--- config.mk ---
export PLATFORM = sky130hd
export DESIGN_NAME = division_unit
export DESIGN_NICKNAME = d
export VERILOG_FILES = /design/src/rtl/division_unit_pkg.sv /design/src/rtl/division_step.sv /design/src/rtl/division_unit.sv
export SDC_FILE = /design/constraint.sdc
export NUM_CORES = 1
export LEC_CHECK = 0
export CELL_PAD_IN_SITES_DETAIL_PLACEMENT = 1
export CELL_PAD_IN_SITES_GLOBAL_PLACEMENT = 1
export CORE_ASPECT_RATIO = 0.8
export CORE_MARGIN = 2
export CORE_UTILIZATION = 42
export CTS_CLUSTER_DIAMETER = 200
export CTS_CLUSTER_SIZE = 20
export DETAILED_ROUTE_END_ITERATION = 10
export GPL_ROUTABILITY_DRIVEN = 0
export PLACE_DENSITY = 0.81
export SYNTH_ARGS = -nofsm -noshare
export SYNTH_HDL_FRONTEND = slang
export SYNTH_SLANG_ARGS = --single-unit
export TNS_END_PERCENT = 20
--- constraint.sdc ---
create_clock -name clock -period 7.2 [get_ports clock]
set_clock_uncertainty 0.1 [all_clocks]
set_input_delay 0.72 -clock clock [delete_from_list [all_inputs] [get_ports clock]]
set_output_delay 0.72 -clock clock [all_outputs]
set_load 0.005 [all_outputs]
--- src/rtl/division_unit_pkg.sv ---
// Shared constants for the iterative divider: FSM encodings, iteration count
// and the {HI, LO} field split of the 64-bit result.
package division_unit_pkg;

    localparam int unsigned DIV_WIDTH      = 32;
    localparam int unsigned DIV_ITERATIONS = 32;

    // 2-bit FSM encodings
    localparam logic [1:0] ST_IDLE = 2'd0;
    localparam logic [1:0] ST_ZERO = 2'd1;
    localparam logic [1:0] ST_BUSY = 2'd2;
    localparam logic [1:0] ST_DONE = 2'd3;

    // result = {HI = remainder, LO = quotient}
    localparam int unsigned RESULT_LO_LSB = 0;
    localparam int unsigned RESULT_LO_MSB = DIV_WIDTH - 1;
    localparam int unsigned RESULT_HI_LSB = DIV_WIDTH;
    localparam int unsigned RESULT_HI_MSB = 2 * DIV_WIDTH - 1;

endpackage

--- src/rtl/division_step.sv ---
// One restoring-division step: shift {rem, quo} left, then subtract the
// divisor from the partial remainder if it fits and record the quotient bit.
module division_step
    import division_unit_pkg::*;
#(
    parameter int unsigned WIDTH = DIV_WIDTH
) (
    input  logic [WIDTH-1:0] rem,
    input  logic [WIDTH-1:0] quo,
    input  logic [WIDTH-1:0] divisor,
    output logic [WIDTH-1:0] rem_next,
    output logic [WIDTH-1:0] quo_next
);

    // One extra bit: a shifted remainder can exceed WIDTH bits when the
    // unsigned divisor is above 2^(WIDTH-1).
    logic [WIDTH:0] shifted;
    logic [WIDTH:0] divisor_ext;
    logic           fits;

    always_comb begin
        shifted     = {rem, quo[WIDTH-1]};
        divisor_ext = {1'b0, divisor};
        fits        = (shifted >= divisor_ext);
        if (fits) begin
            rem_next = WIDTH'(shifted - divisor_ext);
            quo_next = {quo[WIDTH-2:0], 1'b1};
        end else begin
            rem_next = shifted[WIDTH-1:0];
            quo_next = {quo[WIDTH-2:0], 1'b0};
        end
    end

endmodule

--- src/rtl/division_unit.sv ---
// Iterative restoring divider for DIV/DIVU: one quotient bit per cycle,
// stalls the pipeline while busy and pulses ready with {HI, LO}.
module division_unit
    import division_unit_pkg::*;
#(
    parameter int unsigned WIDTH = DIV_ITERATIONS
) (
    input  logic               clock,
    input  logic               reset,
    input  logic               start,
    input  logic               signed_op,
    input  logic               annul,
    input  logic [WIDTH-1:0]   operand_a,
    input  logic [WIDTH-1:0]   operand_b,
    output logic               stall,
    output logic               ready,
    output logic [2*WIDTH-1:0] result
);

    localparam int unsigned     CW   = $clog2(WIDTH);
    localparam logic [CW-1:0]   LAST = CW'(WIDTH - 1);

    logic [1:0]         state_q, state_d;
    logic [CW-1:0]      count_q, count_d;
    logic [WIDTH-1:0]   rem_q, rem_d;
    logic [WIDTH-1:0]   quo_q, quo_d;
    logic [WIDTH-1:0]   divisor_q, divisor_d;
    logic               qneg_q, qneg_d;
    logic               rneg_q, rneg_d;
    logic [2*WIDTH-1:0] result_q, result_d;
    logic               ready_q, ready_d;

    logic               a_neg;
    logic               b_neg;
    logic [WIDTH-1:0]   a_abs;
    logic [WIDTH-1:0]   b_abs;
    logic [WIDTH-1:0]   step_rem;
    logic [WIDTH-1:0]   step_quo;
    logic [WIDTH-1:0]   quo_fix;
    logic [WIDTH-1:0]   rem_fix;

    // Magnitudes wrap for the most negative value, so |0x80000000| = 0x80000000.
    always_comb begin
        a_neg = signed_op & operand_a[WIDTH-1];
        b_neg = signed_op & operand_b[WIDTH-1];
        a_abs = a_neg ? -operand_a : operand_a;
        b_abs = b_neg ? -operand_b : operand_b;
    end

    division_step #(
        .WIDTH (WIDTH)
    ) u_step (
        .rem      (rem_q),
        .quo      (quo_q),
        .divisor  (divisor_q),
        .rem_next (step_rem),
        .quo_next (step_quo)
    );

    // Sign fix-up is applied to the final step's output so the result is
    // already registered when DONE is entered.
    always_comb begin
        quo_fix = qneg_q ? -step_quo : step_quo;
        rem_fix = rneg_q ? -step_rem : step_rem;
    end

    always_comb begin
        state_d   = state_q;
        count_d   = count_q;
        rem_d     = rem_q;
        quo_d     = quo_q;
        divisor_d = divisor_q;
        qneg_d    = qneg_q;
        rneg_d    = rneg_q;
        result_d  = result_q;
        ready_d   = 1'b0;

        case (state_q)
            ST_IDLE: begin
                if (start && !annul) begin
                    qneg_d    = a_neg ^ b_neg;
                    rneg_d    = a_neg;
                    divisor_d = b_abs;
                    count_d   = '0;
                    if (operand_b == '0) begin
                        // Raw dividend is parked in rem for the zero-divisor result.
                        rem_d   = operand_a;
                        quo_d   = '0;
                        state_d = ST_ZERO;
                    end else begin
                        rem_d   = '0;
                        quo_d   = a_abs;
                        state_d = ST_BUSY;
                    end
                end
            end
            ST_ZERO: begin
                result_d = {rem_q, {WIDTH{1'b1}}};
                ready_d  = 1'b1;
                state_d  = ST_DONE;
            end
            ST_BUSY: begin
                rem_d   = step_rem;
                quo_d   = step_quo;
                count_d = count_q + CW'(1);
                if (count_q == LAST) begin
                    result_d = {rem_fix, quo_fix};
                    ready_d  = 1'b1;
                    count_d  = '0;
                    state_d  = ST_DONE;
                end
            end
            ST_DONE: begin
                state_d = ST_IDLE;
            end
            default: begin
                state_d = ST_IDLE;
            end
        endcase

        // Flush wins over everything: no result write, no ready pulse.
        if (annul) begin
            state_d  = ST_IDLE;
            count_d  = '0;
            result_d = result_q;
            ready_d  = 1'b0;
        end
    end

    always_ff @(posedge clock) begin
        if (reset) begin
            state_q   <= ST_IDLE;
            count_q   <= '0;
            rem_q     <= '0;
            quo_q     <= '0;
            divisor_q <= '0;
            qneg_q    <= 1'b0;
            rneg_q    <= 1'b0;
            result_q  <= '0;
            ready_q   <= 1'b0;
        end else begin
            state_q   <= state_d;
            count_q   <= count_d;
            rem_q     <= rem_d;
            quo_q     <= quo_d;
            divisor_q <= divisor_d;
            qneg_q    <= qneg_d;
            rneg_q    <= rneg_d;
            result_q  <= result_d;
            ready_q   <= ready_d;
        end
    end

    always_comb begin
        stall  = start & ~annul & (state_q != ST_DONE);
        ready  = ready_q;
        result = result_q;
    end

endmodule

==> run metrics <==
Fmax 0.1725 GHz; Synth Area in Compound Gates between 20% and 30%; cts hold-fix bufs 0; Avg WL per Cell 23.10 um; syn nets 1726; vias in the first global route 12340; CTS resizes 0; PortBufs roughly 130; share of post-route cells with drive strength above 1 5.213%; row count 55; largest family of logic cells by synthesized area compound AO/OA/AOI/OAI gates; core area 28280 um2; synth top area cells dfxtp_1, nor2_1, a211oi_1, xnor2_1, xor2_1; sw power 1200 uW; RSZ-0062 raised after global routing false; Final Non-Filler Cells about 2100; chip width between 150 and 200 um; CTS sink count 170; first-pass GRT wire length 73.11 mm; CP max stage delay 580 ps; H-Tree Depth 4; Tcrit/Tclk final approximately four fifths; Leakage 0.005000 uW; CP max-delay cell o31ai_1; outcome finished clean; Setup crit start rem_q[7]$_SDFFE_PP0P_; Hold Crit Class flop to flop; Fin. Hold Viols 0; Yosys warning count 0; Synth Instances 1613; dpl cells roughly 2000; Sequential Power Share 33.9%; Post-synth ARST share 0%; max_cap viols 0; Avg Inst Size Synth 7.489 um2; hold_ws 364.3 ps; final net count between 1500 and 2000; drt drc 0; FF-to-FF Start rem_q[7]$_SDFFE_PP0P_; Post-Synth Simple-Gate Area 23.06%; arrival time worst endpoint 6020 ps; ys flop type dfxtp_1; switch share between 30% and 40%; CTS tree yes; commonest non-fill, non-tap cells in the layout nor2_1, dfxtp_1, nand2_1; Crit path max-delay family compound AO/OA/AOI/OAI gates; DRT Pass-1 Iters 5; crit path time final 5796 ps; area grow syn2layout 17.46%; Buffers & Inverters on Critical Path 0; Synth top area share 28.17%; power share of the clock group between 30% and 40%; Comb pwr share about 36%; Internal 1828 uW; # IOs 135; # setup viols final 0; synthesized area 12080 um2; Iteration-0 DRC Markers roughly 1200; largest net degree at the start of global routing 92; Pwr Total 3028 uW; Die Ht roughly 160 um; initial antenna violation count 0; HPWL Detailed roughly 36 mm; Clock Latency Late Sink 440 ps; hold path start divisor_q[31]$_SDFFE_PP0P_; Seq cells post-synth 170; fin. max-slew vios 0; CP startpoint kind flop; total power density per cell area 213.4 nW/um2; fin util roughly half; DRT antenna net count 0; Sum Neg Setup Slack 0 ps; Worst Setup End Kind flop; Post-Synth XOR/XNOR Area under 10%; post-synthesis mux area share 2.641%; Antenna Diode Count 0; Setup Buffers After CTS 0; Reg clk slew, reported paths 70 ps; most common cell after layout, fill and taps aside nor2_1; Synth Area in Adders 4.620%; Starting Density 42.71%; maximum clock insertion buffer count 2; Via Count ~13000; Max IR drop VDD 0.1873 mV; synth unique cells 89; GRT Util Overall 30.79%; clk root buf clkbuf_16; relative slew slack between 20% and 30%; die area roughly 30000 um2; post-synth top area cell dfxtp_1; post-synthesis sequential area ratio about 28%; vias per cell 6.336; critical path type flop to flop; CTS Buf Count 17; CP Cell Sequence ha_1, a21oi_1, nor3_1, o31ai_1, a31oi_4, or2_2, o21ai_0, ha_1, nand2_1, or4_1, nor3_1, a31oi_1, a211o_1, or2_1, o31ai_1, xor2_1, a2111oi_0; Slew @ Worst Pin 1063 ps; GRT overflow 0; total wire length 47.55 mm; number of flops mapped to enable cells by yosys 0; peak fanout along the critical path 11; WP data required around 7400 ps
cells in the mapped netlist, types with 4 or more instances:
library cell  instances
nor2_1              237
dfxtp_1             170
nand2_1             140
a21oi_1              96
a211oi_1             85
nor3_1               84
clkbuf_1             83
o21ai_0              79
xnor2_1              64
xor2_1               62
inv_1                58
ha_1                 43
a221oi_1             35
o31ai_1              28
mux2i_1              24
nand3_1              22
or3_1                22
nor4_1               21
and3_1               15
a311oi_1             14
a31oi_1              14
or4_1                14
buf_1                13
o211ai_1             13
nand2b_1             11
o41ai_1              11
o21a_1                8
a21o_1                7
a22oi_1               7
buf_2                 7
o21ai_1               7
mux2_2                6
nand4_1               6
or2_2                 6
a32oi_1               5
nor2b_1               5
o311ai_0              5
a211o_1               4
and2_1                4
nor3b_1               4
o221ai_1              4
o22ai_1               4
o31a_1                4
tightest hold or removal path, stage by stage (launching register included):
cell and delay (ps):
dfxtp_1 310, nand2_1 60, a21oi_1 50
cells by family (layout without fill, tap and decap cells):
family / after synthesis / in the layout
AO/OA/AOI/OAI: 468 / 468
adder cells (fa/ha/maj): 44 / 44
flip-flops: 170 / 170
AND/OR/NAND/NOR: 607 / 607
buffers and inverters: 167 / 242
multiplexers: 31 / 31
XOR/XNOR: 126 / 126
metal layers:
layer  part of all wire, %  vias up  global-route usage [%]
met5                     0        -                       0
met4                   2.0        0                   7.270
li1                      -     6019                       -
met1                    48     6428                   44.58
met3                   8.8       66                   7.912
met2                    42      527                   45.41
per-stage QoR:
step	worst slack, ps	cell area [um2]
2_1_floorplan	1913	12080
3_3_place_gp	1949	13620
3_5_place_dp	1612	13620
4_1_cts	1517	14190
5_1_grt	1037	14190
6_report	1404	14190
registers in the layout (all words and copies together) (netlist names):
register and count:
qneg_q 1, quo_q 32, state_q 2, result 64
count_q 5, ready 1, rem_q 32, rneg_q 1
divisor_q 32
power by group through the flow:
| stage | Combinational, uW | Sequential (uW) | Clock [uW] |
|---|---|---|---|
| 2_1_floorplan | 732 | 1030 | 0 |
| 3_3_place_gp | 1010 | 1040 | 0 |
| 3_5_place_dp | 1030 | 1050 | 0 |
| 4_1_cts | 1040 | 1030 | 932 |
| 5_1_grt | 1160 | 1030 | 968 |
| 6_report | 1080 | 1030 | 923 |
final cells by class:
class / count / area, um2
fillers: 3511 / 14090
multi-input cells: 1276 / 8066
flip-flops and latches: 170 / 3403
repair buffers: 151 / 1466
well taps: 370 / 462.9
clock buffers: 18 / 429.2
inverters: 59 / 224.0
clock inverters: 14 / 136.4
path summary, 6_finish.rpt:
path / to / slack [ps] / cells past startpoint
setup / recovery: result[58]$_SDFFE_PP0P_ / 1400 / 17
hold / removal: divisor_q[31]$_SDFFE_PP0P_ / 360 / 2
setup reg to reg: result[58]$_SDFFE_PP0P_ / 1400 / 17
hold reg to reg: divisor_q[31]$_SDFFE_PP0P_ / 360 / 2
Power figures use the tool's default switching activity.
